==> config.mk <==
export PLATFORM = sky130hd
export DESIGN_NAME = eprisc_bus_bridge
export DESIGN_NICKNAME = d
export VERILOG_FILES = /design/src/rtl/eprisc_bus_pkg.sv /design/src/rtl/eprisc_bus_divider.sv /design/src/rtl/eprisc_bus_bridge.sv
export SDC_FILE = /design/constraint.sdc
export NUM_CORES = 1
export LEC_CHECK = 0
export CAP_MARGIN = 30
export CORE_MARGIN = 10
export CORE_UTILIZATION = 47
export DETAILED_ROUTE_END_ITERATION = 6
export PLACE_DENSITY = 0.69
export SLEW_MARGIN = 25
export SYNTH_ARGS = -nofsm -noshare
export SYNTH_HDL_FRONTEND = slang
export SYNTH_HIERARCHICAL = 1
export SYNTH_SLANG_ARGS = --single-unit
==> constraint.sdc <==
create_clock -name iBoardClock -period 16.2 [get_ports iBoardClock]
set_clock_uncertainty 0.05 [all_clocks]
set_input_delay 3.24 -clock iBoardClock [delete_from_list [all_inputs] [get_ports iBoardClock]]
set_output_delay 3.24 -clock iBoardClock [all_outputs]
set_load 0.02 [all_outputs]
==> src/rtl/eprisc_bus_pkg.sv <==
// Shared definitions for the epRISC peripheral bus bridge: register map, CTRL/STATUS layout and FSM encoding.
// Bit indices are little-endian here; the core's [0:31] numbering, where bit 31 is the LSB, maps onto bit 0.
package eprisc_bus_pkg;

    localparam logic [1:0] REG_DATA   = 2'd0;
    localparam logic [1:0] REG_CTRL   = 2'd1;
    localparam logic [1:0] REG_STATUS = 2'd2;
    localparam logic [1:0] REG_RSVD   = 2'd3;

    localparam logic [1:0] SEL_NONE = 2'h0;

    // STATUS bit positions
    localparam int STAT_BUSY = 0;
    localparam int STAT_DONE = 1;
    localparam int STAT_OVR  = 2;
    localparam int STAT_EXT  = 3;

    // CTRL layout, MSB first: ie_ext is bit 12 and div occupies bits 7:0
    typedef struct packed {
        logic       ie_ext;
        logic       ie_done;
        logic       hold;
        logic [1:0] sel;
        logic [7:0] div;
    } ctrl_t;

    localparam int CTRL_W = $bits(ctrl_t);

    typedef enum logic [1:0] {
        ST_IDLE = 2'd0,
        ST_LOW  = 2'd1,
        ST_HIGH = 2'd2,
        ST_DONE = 2'd3
    } bus_state_t;

    // Beat 0 carries the most significant byte in both directions
    function automatic logic [7:0] tx_byte(input logic [31:0] word, input logic [1:0] beat);
        case (beat)
            2'd0:    return word[31:24];
            2'd1:    return word[23:16];
            2'd2:    return word[15:8];
            2'd3:    return word[7:0];
            default: return 8'd0;
        endcase
    endfunction

    function automatic logic [31:0] rx_insert(input logic [31:0] word, input logic [1:0] beat,
                                              input logic [7:0] data);
        logic [31:0] result;
        result = word;
        case (beat)
            2'd0:    result[31:24] = data;
            2'd1:    result[23:16] = data;
            2'd2:    result[15:8]  = data;
            2'd3:    result[7:0]   = data;
            default: result        = word;
        endcase
        return result;
    endfunction

    function automatic logic [31:0] status_word(input logic busy, input logic done,
                                                input logic ovr, input logic ext);
        logic [31:0] result;
        result            = 32'd0;
        result[STAT_BUSY] = busy;
        result[STAT_DONE] = done;
        result[STAT_OVR]  = ovr;
        result[STAT_EXT]  = ext;
        return result;
    endfunction

endpackage

==> src/rtl/eprisc_bus_divider.sv <==
// Phase timer for the peripheral clock: a tick comes div+1 clocks after each reload.
// The count is compared before it is incremented, so div=255 never wraps.
module eprisc_bus_divider (
    input  logic       clk_i,
    input  logic       rst_i,
    input  logic       reload_i,
    input  logic       enable_i,
    input  logic [7:0] div_i,
    output logic       tick_o
);

    logic [7:0] count_q;
    logic [7:0] count_d;

    assign tick_o = enable_i && (count_q == div_i);

    // Next count: restart at every phase boundary, otherwise advance while a phase runs
    always_comb begin
        count_d = count_q;
        if (reload_i || tick_o) begin
            count_d = 8'd0;
        end else if (enable_i) begin
            count_d = count_q + 8'd1;
        end else begin
            count_d = count_q;
        end
    end

    // Count register
    always_ff @(posedge clk_i or posedge rst_i) begin
        if (rst_i) begin
            count_q <= 8'd0;
        end else begin
            count_q <= count_d;
        end
    end

endmodule

==> src/rtl/eprisc_bus_bridge.sv <==
// Core-bus to 8-lane peripheral-bus bridge. It has a 4-word register window and sends each
// 32-bit word as four byte beats, with a completion or peripheral-request interrupt.
module eprisc_bus_bridge
    import eprisc_bus_pkg::*;
#(
    parameter logic [31:0] pBaseAddress    = 32'h0000_FF00,
    parameter logic [7:0]  pDefaultDivider = 8'd3,
    parameter logic [2:0]  pBeats          = 3'd4
) (
    input  logic        iBoardClock,
    input  logic        iBoardReset,
    input  logic        iCoreStrobe,
    input  logic        iCoreWrite,
    input  logic [31:0] iCoreAddress,
    input  logic [31:0] iCoreData,
    output logic [31:0] oCoreData,
    output logic        oCoreInterrupt,
    output logic        oBusClock,
    output logic [1:0]  oBusSelect,
    output logic [7:0]  oBusMOSI,
    input  logic [7:0]  iBusMISO,
    input  logic        iBusInterrupt
);

    localparam logic [1:0] LAST_BEAT = 2'(pBeats - 3'd1);

    bus_state_t  state_q, state_d;
    ctrl_t       ctrl_q, ctrl_d;
    logic        busy_q, busy_d, done_q, done_d, ovr_q, ovr_d;
    logic [7:0]  xfer_div_q, xfer_div_d, mosi_q, mosi_d;
    logic [1:0]  xfer_sel_q, xfer_sel_d, beat_q, beat_d, bus_sel_q, bus_sel_d;
    logic [31:0] tx_q, tx_d, rx_q, rx_d, data_q, data_d, rdata_q, rdata_d;
    logic        bus_clk_q, bus_clk_d, irq_q, irq_d, ext_meta_q, ext_q;
    logic        hit_s, rd_s, wr_data_s, rd_data_s, wr_ctrl_s, wr_status_s;
    logic        tick_s, reload_s, count_en_s, done_set_s, ovr_set_s;
    logic [1:0]  reg_s;

    assign hit_s       = iCoreStrobe && (iCoreAddress[31:2] == pBaseAddress[31:2]);
    assign reg_s       = iCoreAddress[1:0];
    assign rd_s        = hit_s && !iCoreWrite;
    assign wr_data_s   = hit_s && iCoreWrite && (reg_s == REG_DATA);
    assign rd_data_s   = rd_s && (reg_s == REG_DATA);
    assign wr_ctrl_s   = hit_s && iCoreWrite && (reg_s == REG_CTRL);
    assign wr_status_s = hit_s && iCoreWrite && (reg_s == REG_STATUS);

    assign reload_s   = (state_q == ST_IDLE) || (state_q == ST_DONE);
    assign count_en_s = (state_q == ST_LOW) || (state_q == ST_HIGH);

    eprisc_bus_divider u_divider (
        .clk_i    (iBoardClock),
        .rst_i    (iBoardReset),
        .reload_i (reload_s),
        .enable_i (count_en_s),
        .div_i    (xfer_div_q),
        .tick_o   (tick_s)
    );

    // Transfer FSM: next state plus the bus-side datapath it steers
    always_comb begin
        state_d    = state_q;
        busy_d     = busy_q;
        beat_d     = beat_q;
        tx_d       = tx_q;
        rx_d       = rx_q;
        data_d     = data_q;
        xfer_div_d = xfer_div_q;
        xfer_sel_d = xfer_sel_q;
        bus_sel_d  = bus_sel_q;
        bus_clk_d  = bus_clk_q;
        mosi_d     = mosi_q;
        done_set_s = 1'b0;
        case (state_q)
            ST_IDLE: begin
                if (wr_data_s) begin
                    state_d    = ST_LOW;
                    busy_d     = 1'b1;
                    beat_d     = 2'd0;
                    tx_d       = iCoreData;
                    xfer_div_d = ctrl_q.div;
                    xfer_sel_d = ctrl_q.sel;
                    bus_sel_d  = ctrl_q.sel;
                    mosi_d     = tx_byte(iCoreData, 2'd0);
                end else if ((bus_sel_q != SEL_NONE) &&
                             (!ctrl_q.hold || (ctrl_q.sel != xfer_sel_q))) begin
                    // A held select is released once software drops hold or retargets sel
                    bus_sel_d = SEL_NONE;
                end else begin
                    bus_sel_d = bus_sel_q;
                end
            end
            ST_LOW: begin
                if (tick_s) begin
                    state_d   = ST_HIGH;
                    bus_clk_d = 1'b1;
                    rx_d      = rx_insert(rx_q, beat_q, iBusMISO);
                end else begin
                    state_d = ST_LOW;
                end
            end
            ST_HIGH: begin
                if (tick_s) begin
                    bus_clk_d = 1'b0;
                    if (beat_q == LAST_BEAT) begin
                        state_d = ST_DONE;
                    end else begin
                        state_d = ST_LOW;
                        beat_d  = beat_q + 2'd1;
                        mosi_d  = tx_byte(tx_q, beat_q + 2'd1);
                    end
                end else begin
                    state_d = ST_HIGH;
                end
            end
            ST_DONE: begin
                state_d    = ST_IDLE;
                busy_d     = 1'b0;
                data_d     = rx_q;
                done_set_s = 1'b1;
                if (!ctrl_q.hold) begin
                    bus_sel_d = SEL_NONE;
                end else begin
                    bus_sel_d = bus_sel_q;
                end
            end
            default: begin
                state_d = ST_IDLE;
            end
        endcase
    end

    // Register file: CTRL, sticky STATUS flags (a set beats a clear), read mux and interrupt
    always_comb begin
        ovr_set_s = wr_data_s && busy_q;
        if (done_set_s) begin
            done_d = 1'b1;
        end else if (rd_data_s || (wr_status_s && iCoreData[STAT_DONE])) begin
            done_d = 1'b0;
        end else begin
            done_d = done_q;
        end
        if (ovr_set_s) begin
            ovr_d = 1'b1;
        end else if (wr_status_s && iCoreData[STAT_OVR]) begin
            ovr_d = 1'b0;
        end else begin
            ovr_d = ovr_q;
        end
        if (wr_ctrl_s) begin
            ctrl_d = ctrl_t'(iCoreData[CTRL_W-1:0]);
        end else begin
            ctrl_d = ctrl_q;
        end
        rdata_d = rdata_q;
        if (rd_s) begin
            case (reg_s)
                REG_DATA:   rdata_d = data_q;
                REG_CTRL:   rdata_d = {{(32-CTRL_W){1'b0}}, ctrl_q};
                REG_STATUS: rdata_d = status_word(busy_q, done_q, ovr_q, ext_q);
                REG_RSVD:   rdata_d = 32'd0;
                default:    rdata_d = 32'd0;
            endcase
        end else begin
            rdata_d = rdata_q;
        end
        irq_d = (done_q && ctrl_q.ie_done) || (ext_q && ctrl_q.ie_ext);
    end

    // FSM state register
    always_ff @(posedge iBoardClock or posedge iBoardReset) begin
        if (iBoardReset) begin
            state_q <= ST_IDLE;
        end else begin
            state_q <= state_d;
        end
    end

    // Datapath, register file and interrupt synchroniser
    always_ff @(posedge iBoardClock or posedge iBoardReset) begin
        if (iBoardReset) begin
            ctrl_q     <= '{ie_ext: 1'b0, ie_done: 1'b0, hold: 1'b0, sel: SEL_NONE, div: pDefaultDivider};
            busy_q     <= 1'b0;
            done_q     <= 1'b0;
            ovr_q      <= 1'b0;
            beat_q     <= 2'd0;
            tx_q       <= 32'd0;
            rx_q       <= 32'd0;
            data_q     <= 32'd0;
            rdata_q    <= 32'd0;
            xfer_div_q <= 8'd0;
            xfer_sel_q <= SEL_NONE;
            bus_sel_q  <= SEL_NONE;
            bus_clk_q  <= 1'b0;
            mosi_q     <= 8'd0;
            irq_q      <= 1'b0;
            ext_meta_q <= 1'b0;
            ext_q      <= 1'b0;
        end else begin
            ctrl_q     <= ctrl_d;
            busy_q     <= busy_d;
            done_q     <= done_d;
            ovr_q      <= ovr_d;
            beat_q     <= beat_d;
            tx_q       <= tx_d;
            rx_q       <= rx_d;
            data_q     <= data_d;
            rdata_q    <= rdata_d;
            xfer_div_q <= xfer_div_d;
            xfer_sel_q <= xfer_sel_d;
            bus_sel_q  <= bus_sel_d;
            bus_clk_q  <= bus_clk_d;
            mosi_q     <= mosi_d;
            irq_q      <= irq_d;
            ext_meta_q <= iBusInterrupt;
            ext_q      <= ext_meta_q;
        end
    end

    assign oCoreData      = rdata_q;
    assign oCoreInterrupt = irq_q;
    assign oBusClock      = bus_clk_q;
    assign oBusSelect     = bus_sel_q;
    assign oBusMOSI       = mosi_q;

endmodule
Yosys cells after proc, flatten, opt, wreduce, memory -nomap -nowiden --
Index checks and enable logic that the tools add are counted. Widths: inputs -> output; s select.
Word-level totals: register bits 180, latch bits 0, bits in writable memories 0, memory bits (read-only) 0, input bits 77, output and inout port bits 44, word-level logic and storage cells 122, memories kept 0
Cells by class: add/subtract/negate cells 2, multiply operators 0, divide/modulo/power cells 0, order comparisons 0, equality and inequality tests 21, shift-type cells 0, mux-type cells 31, bitwise gates (word level) 0, reduce and logical (&&, ||, !) cells 42
Operator list (number):
- $pmux 32 s4 | 1
- $mux 8 | 5
- $pmux 8 s4 | 1
- $eq 30x14->1 const B | 1
- $mux 2 | 10
- $reduce_and 3->1 | 6
- $eq 2x2->1 const B | 8
- $pmux 8 s2 | 1
- $logic_and 1x1->1 | 14
- $reduce_bool 2->1 | 7
- $add 8x1->8 const B | 1
- $eq 2x1->1 const B | 4
- $eq 8x8->1 | 1
- $logic_not 2->1 | 4
- $mux 1 | 8
- $pmux 2 s2 | 2
- $pmux 2 s4 | 1
- $logic_or 1x1->1 | 6
- $ne 2x2->1 const B | 3
- $ne 2x1->1 const B | 2
- $pmux 1 s2 | 2
- $reduce_and 2->1 | 2
- $reduce_and 4->1 | 1
- $ne 3x2->1 const B | 1
- 3 further kinds | 4

Depth between registers and ports, before layout --
Gate-level depths: netlist of run 1.
depth in word-level cells 8, mapped depth 10, mapped depth without buffers 8

By module --
The synthesis of run 1 kept the hierarchy.
Modules (own cells, without submodules):
- eprisc_bus_bridge | times used 1, cells each 544, area each 7294.5 um^2, sequential area each 4306.6 um^2
- eprisc_bus_divider | times used 1, cells each 49, area each 501.7 um^2, sequential area each 200.2 um^2

Worst setup path after synthesis of run 1 --
Ideal clock, no wire load.
path type input to register, start point in iCoreAddress[17], end point reg mosi_q[0], in the netlist oBusMOSI[0], library setup time 125 ps, arrival 5358 ps, path slack 10667 ps, stages on the path 6, path buffers 1, cells stage by stage or4_1 -> or4_4 -> o31ai_2 -> and2_4 -> buf_12 -> mux2_4
Between the ends: longest elaborated chain between the ends 6
RTL lines:
- start: declaration | line eprisc_bus_bridge.sv:14 | input logic [31:0] iCoreAddress,
- $eq 30x14->1 | line eprisc_bus_bridge.sv:38 | assign hit_s = iCoreStrobe && (iCoreAddress[31:2] == pBaseAddress[31:2]);
- $logic_and 1x1->1 | line eprisc_bus_bridge.sv:38
- $logic_and 1x1->1 (2 in a row) | line eprisc_bus_bridge.sv:41 | assign wr_data_s = hit_s && iCoreWrite && (reg_s == REG_DATA);
- $ne 2x2->1 (no line)
- $reduce_and 4->1 (no line)
- end signal: assignment | line eprisc_bus_bridge.sv:211 | mosi_q <= mosi_d;
- end: declaration | line eprisc_bus_bridge.sv:30 | logic [7:0] xfer_div_q, xfer_div_d, mosi_q, mosi_d;
No other way between the ends. A chain may end at the register's enable or synchronous reset.

Worst setup path after layout of run 1 --
start point in iCoreAddress[17], end point reg tx_q[24]
Between the ends: longest elaborated chain between the ends 5
RTL lines:
- $eq 30x14->1 | line eprisc_bus_bridge.sv:38
- $logic_and 1x1->1 | line eprisc_bus_bridge.sv:38
- $logic_and 1x1->1 (2 in a row) | line eprisc_bus_bridge.sv:41
- $reduce_and 2->1 (no line)
- end signal: assignment | line eprisc_bus_bridge.sv:203 | tx_q <= tx_d;
- end: declaration | line eprisc_bus_bridge.sv:32 | logic [31:0] tx_q, tx_d, rx_q, rx_d, data_q, data_d, rdata_q, rdata_d;
No other way between the ends.

==> out/metrics.cfg, run 1 <==
[sta]
finalSetupViolations = 0
worstMarginPinSlew_ps = 649
rsz0062_at_grt = false
final.period_utilization_pct = 35.3
finalSetupTns_ps = 0
fin_ws_ps = 10470
relSlewSlack_pct = 56.6
drv_slew = 0
holdWs_ps = 327
fmax_mhz = 175
fin_crit_ps = 5730
hold_violations = 0

[logic_synthesis]
synthAdderAreaFrac_pct = 1.44
synth_top_family_by_area = multiplexers
yosys-top-cells-area = dfrtp_1 (57%), mux2_2 (14%), mux2_1 (5.8%)
synth-compound-area-share_pct = 4.61
synthMuxAreaShare_pct = 23.4
synthCells = 593
synth_warnings = 6
syn_avg_cell_area_um2 = 13.1
synth-xor-area-share_pct = 1.91
synth_simple_gate_area_share_pct = 7.06
synth-seq-cells = 180
synth_edf_count = 0
synth-seq-area-share_pct = 57.8
synth_fp_nets = 679
async_reset_ff_share_pct = 100
yosys.area.top_type_share_pct = 57.1
synth_top_area_cell = dfrtp_1
ys_types = 46
synth_flop_cell = dfrtp_1
synth.cell_area_mm2 = 0.00780

[worst_setup_path]
critPathCaptureType = flip-flop
arrival_ps = 5980
path_cells = clkdlybuf4s50_1 -> or4_1 -> or4_4 -> nor3_4 -> nand2_4 -> mux2_1
slowest_stage = or4_4
crit_family = simple AND/OR/NAND/NOR gates
cp_slowest_stage_delay_ps = 620
crit_type = in -> reg
crit_path_start_kind = input port
crit_path_max_fanout = 42
cp.required_ps = 16460
path_buf_inv = 1

[routing]
drt-total-wl_mm = 17.9
dr.pass1.iters = 7
detail_route.wl_per_cell_um = 19.0
num_vias = 5005
ant_nets = 0
drc = 3
first_iter_violations = 358
avgViaCountPerCell = 5.32

[clock_tree]
cts_resized = 0
cts_hold_buf = 0
numCtsBuffers = 17
cts_buffer_depth = 2
cts_max_level = 4
clk_latency_ps = 430
cts_tree = built
clkSlewWorstSetupHoldPaths_ps = 60
clkSinkCount = 180
cts_root_buffer = clkbuf_16
post_cts_buffers = 0

[layout]
drive_gt1_share_pct = 21.9
seq_area_mm2 = 0.00451
diodes = 0
fin_util_pct = 59.7
nNetsFinal = 794
fin_cells = 941
multi_input_area_mm2 = 0.00300
fillCellCount = 1271
syn_to_final_growth_pct = 25.5

[floorplanning]
design.core.area_mm2 = 0.0164
start_util_pct = 47.5
fp.dieW_um = 149
dieArea_mm2 = 0.0221
die_y_um = 149
ios = 121
rows = 47

[global_routing]
grt_max_degree = 65
grt_usage_pct = 16.5
grt_pass1_vias = 5348
grt_pass1_wl_mm = 28.8
antenna_found_initial = 0
gr-total-overflow = 0

[status]
violations = design-rule violations
status = complete, but fails checks

[pwr]
power_density_mw_per_mm2 = 99.3
p_leak_nw = 4.39
peakVddDrop_mv = 0.0807

[place]
portBuffers = 120
place.gp.congestion = 0.762
place_inst = 909
hpwl_mm = 12.9
dp_worst_setup_slack_ps = 9700

[flow_run]
cap_violations = 0

[hold_path]
min_path_type = reg -> reg

## final timing paths
path / from / to / slack [ps] / cells after the start
setup / recovery: iCoreAddress[17] / tx_q[24] / 10470 / 6
hold / removal: ext_meta_q / ext_q / 330 / 0
setup reg to reg: state_q[0] / rx_q[22] / 13150 / 7
hold reg to reg: ext_meta_q / ext_q / 330 / 0
max in group asynchronous: iBoardReset / data_q[15] / 11820 / 3
min in group asynchronous: iBoardReset / u_divider/count_q[6] / 3150 / 2
## flip-flops by register name, indices dropped and copies added, names as in the netlist, 8 cells and up
| register | count |
|---|---|
| ctrl_q | 13 |
| data_q | 32 |
| oBusMOSI | 8 |
| oCoreData | 32 |
| rx_q | 32 |
| tx_q | 32 |
| u_divider/count_q | 8 |
| xfer_div_q | 8 |
## kinds of logic (layout without fill, tap and decap cells)
kind of cell / Yosys count / in the layout
flops: 180 / 180
mux: 161 / 161
simple gates: 104 / 104
buf+inv: 64 / 192
compound gates: 58 / 58
xor+xnor: 17 / 17
fa+ha+maj: 9 / 9
## placed cells by master, fill, tap and decap left out, drive strengths merged
| cell type | Yosys | layout |
|---|---|---|
| bufinv | 0 | 2 |
| nor2 | 22 | 22 |
| nor4b | 1 | 1 |
| nand3b | 1 | 1 |
| mux2i | 17 | 17 |
| ha | 9 | 9 |
| and3 | 2 | 2 |
| dfrtp | 178 | 178 |
| a21o | 1 | 1 |
| o21a | 1 | 1 |
| xor2 | 4 | 4 |
| clkdlybuf4s50 | 0 | 120 |
| a311oi | 1 | 1 |
| a22oi | 1 | 1 |
| nand3 | 24 | 24 |
| o31ai | 1 | 1 |
| nand2b | 1 | 1 |
| clkbuf | 17 | 17 |
| nor3 | 14 | 14 |
| buf | 14 | 7 |
| and2 | 2 | 2 |
| o21ai | 29 | 29 |
| or4 | 3 | 3 |
| a21oi | 12 | 12 |
| xnor2 | 13 | 13 |
| nand2 | 23 | 23 |
| o22ai | 2 | 2 |
| nor4 | 3 | 3 |
| nor2b | 1 | 1 |
| nand4 | 7 | 7 |
| a22o | 1 | 1 |
| clkinvlp | 0 | 1 |
| a31o | 1 | 1 |
| a222oi | 8 | 8 |
| dfstp | 2 | 2 |
| clkinv | 0 | 6 |
| mux2 | 144 | 144 |
| inv | 33 | 39 |
## routing by layer
metal | routed length (µm) | global-route usage, %
met5 | 0 | 0
met4 | 167 | 5.20
met3 | 805 | 4.07
met2 | 9160 | 28.2
met1 | 7770 | 20.1
## metrics by stage
step	power, W	cell area [µm²]
2_1_floorplan	0.000523	7800
3_5_place_dp	0.000570	9190
4_1_cts	0.000983	9780
5_1_grt	0.00101	9790
6_report	0.000972	9790
3_3_place_gp	0.000568	9150
## final cells by class
cell class	count	area share, %
clock buffer	17	4.35
clock inverter	15	1.74
inverter	33	1.32
multi-input combinational	349	30.7
sequential	180	46.0
tap	220	2.81
timing repair buffer	127	13.1
## Yosys cell counts (9+ instances only)
cell	count
nand2_1	22
nand3_1	24
mux2i_1	17
nor2_1	22
dfrtp_1	178
a21oi_1	12
inv_1	33
o21ai_0	29
mux2_2	96
clkbuf_1	17
ha_1	9
mux2_1	40
nor3_1	9
xnor2_1	13
## power breakdown
group	total, W	leakage, nW	switching, W	internal, W
clock network	0.000411	0.292	0.000180	0.000232
logic	0.0000858	1.87	0.0000366	0.0000492
registers	0.000475	2.23	0.00000864	0.000466
total	0.000972	4.39	0.000225	0.000747
Power figures use the tool's default switching activity.
==> inputs of run 2 (changes only) <==
--- a/config.mk
+++ b/config.mk
@@ -9,7 +9,7 @@
 export CORE_MARGIN = 10
 export CORE_UTILIZATION = 47
 export DETAILED_ROUTE_END_ITERATION = 6
-export PLACE_DENSITY = 0.69
+export PLACE_DENSITY = 0.72
 export SLEW_MARGIN = 25
 export SYNTH_ARGS = -nofsm -noshare
 export SYNTH_HDL_FRONTEND = slang
==> constraint.sdc (replaced) <==
create_clock -name iBoardClock -period 4.7 [get_ports iBoardClock]
set_clock_uncertainty 0.05 [all_clocks]
set_input_delay 0.94 -clock iBoardClock [delete_from_list [all_inputs] [get_ports iBoardClock]]
set_output_delay 0.94 -clock iBoardClock [all_outputs]
set_load 0.02 [all_outputs]
==> out/metrics.cfg, run 2 (synthesized netlist as in run 1, its figures left out) <==
[status]
status = finished clean

[clock_tree]
clkSlewWorstSetupHoldPaths_ps = 70  ; about the same
clk_latency_ps = 420  ; about the same
cts_resized = 0  ; unchanged
numCtsBuffers = 17  ; unchanged
cts_max_level = 4  ; unchanged
cts_root_buffer = clkbuf_16
cts_hold_buf = 0  ; unchanged
cts_tree = built
post_cts_buffers = 0  ; unchanged
clkSinkCount = 180  ; unchanged
cts_buffer_depth = 2  ; unchanged

[sta]
fin_crit_ps = 3400
fmax_mhz = 294
finalSetupViolations = 0  ; unchanged
worstMarginPinSlew_ps = 623  ; -26.4 ps
drv_slew = 0  ; unchanged
hold_violations = 0  ; unchanged
finalSetupTns_ps = 0  ; unchanged
final.period_utilization_pct = 72.3
rsz0062_at_grt = false
holdWs_ps = 328  ; +1.46 ps
relSlewSlack_pct = 58.5  ; +1.9 points

[place]
hpwl_mm = 13.0  ; +0.72%
place.gp.congestion = 0.810  ; +6.4%
portBuffers = 120  ; unchanged
place_inst = 912  ; +0.33%

[routing]
drc = 0  ; -3
drt-total-wl_mm = 18.3  ; +2.4%
num_vias = 5092  ; +1.7%
dr.pass1.iters = 7  ; unchanged
ant_nets = 0  ; unchanged
detail_route.wl_per_cell_um = 19.4  ; +1.9%
first_iter_violations = 313  ; -13%
avgViaCountPerCell = 5.39  ; +1.3%

[worst_setup_path]
path_cells = clkdlybuf4s50_1 -> or4_1 -> or4_4 -> o31ai_2 -> and2_4 -> mux2_4
path_depth = 6  ; unchanged
reg2regPathDepth = 7  ; unchanged
crit_path_start_kind = input port
arrival_ps = 3660  ; -2320 ps
cp.required_ps = 4960  ; -11500 ps
path_buf_inv = 1  ; unchanged
critPathCaptureType = flip-flop
crit_type = in -> reg
crit_family = simple AND/OR/NAND/NOR gates
crit_path_max_fanout = 10  ; -76%
slowest_stage = or4_4
cp_slowest_stage_delay_ps = 620  ; about the same

[global_routing]
grt_usage_pct = 16.9  ; +0.44 points
grt_pass1_vias = 5508  ; +3.0%
grt_pass1_wl_mm = 29.7  ; +3.0%
grt_max_degree = 101  ; +55%
antenna_found_initial = 0  ; unchanged
gr-total-overflow = 0  ; unchanged

[hold_path]
hold_path_depth = 0  ; unchanged
min_path_type = reg -> reg

[pwr]
p_leak_nw = 4.39  ; about the same
p_sw_w = 0.000797  ; +250%
switching_share_pct = 23.9  ; +0.75 points
peakVddDrop_mv = 0.276  ; +240%
clkPwrFrac_pct = 41.9  ; -0.4 points
power.internal_w = 0.00254  ; +240%
p_comb_share_pct = 8.9  ; about the same
power_density_mw_per_mm2 = 340  ; +240%
sequentialPowerShare_pct = 49.2  ; +0.4 points

[floorplanning]
rows = 47  ; unchanged
design.core.area_mm2 = 0.0164  ; unchanged
start_util_pct = 47.5  ; unchanged
dieArea_mm2 = 0.0221  ; unchanged
fp.dieW_um = 149  ; unchanged
ios = 121  ; unchanged
die_y_um = 149  ; unchanged

[layout]
nNetsFinal = 798  ; +0.50%
syn_to_final_growth_pct = 25.7
diodes = 0  ; unchanged
final_common_cell = dfrtp_1
fin_cells = 945  ; +0.43%
final_cell_mix = dfrtp_1 (178), clkdlybuf4s50_1 (120), mux2_2 (96)
drive_gt1_share_pct = 22.3  ; +0.43 points
fillCellCount = 1277  ; +0.47%

[flow_run]
cap_violations = 0  ; unchanged

## run 2: cell count changes in the layout (fill, tap and decap cells not counted)
cell	previous run	this run
buf_4	5	9
clkinv_4	4	1
clkinvlp_4	1	4
buf_12	0	2
buf_16	1	0
buf_6	1	0
bufinv_16	2	1
clkbuf_8	0	1
clkinv_2	2	1
inv_6	5	6
nand2_2	0	1
nand2_4	1	0
## run 2: per-layer routing
| metal | track usage, % | wire (µm) |
|---|---|---|
| met5 | 0 | 0 |
| met2 | 27.9 | 9050 |
| met3 | 5.10 | 1030 |
| met4 | 5.30 | 326 |
| met1 | 20.9 | 7920 |
## run 2: final timing paths
check	slack (ps)	start	end
worst max-delay path	1300	iCoreAddress[17]	oBusMOSI[4]
worst min-delay path	330	ext_meta_q	ext_q
worst max register to register	1710	state_q[0]	rx_q[21]
worst min register to register	330	ext_meta_q	ext_q
max in group asynchronous	2880	iBoardReset	oCoreData[28]
min in group asynchronous	800	iBoardReset	u_divider/count_q[4]
## run 2: cell type report
class,instances,area [µm²],share of cell area [%]
flip-flops and latches,180,4510,46.0
multi-input cells,349,3000,30.6
repair buffers,131,1310,13.4
clock buffers,18,439,4.48
well taps,220,275,2.81
clock inverters,14,141,1.44
inverters,33,128,1.30
## run 2: power groups by stage
stage,clock network [W],registers (W),logic (W)
after floorplan,0,0.00169,0.000109
after global placement,0,0.00167,0.000293
after detailed placement,0,0.00167,0.000300
after CTS,0.00143,0.00164,0.000302
after global routing,0.00149,0.00165,0.000320
final,0.00140,0.00164,0.000297
## run 2: through the flow
step	util (%)	cell area [µm²]	setup WS, ps	power [W]
5_1_grt	59.7	9800	1220	0.00346
6_report	59.7	9800	1300	0.00334
3_3_place_gp	56.1	9200	940	0.00196
4_1_cts	59.6	9780	1320	0.00337
3_5_place_dp	56.1	9200	888	0.00197
2_1_floorplan	-	7800	1470	0.00180
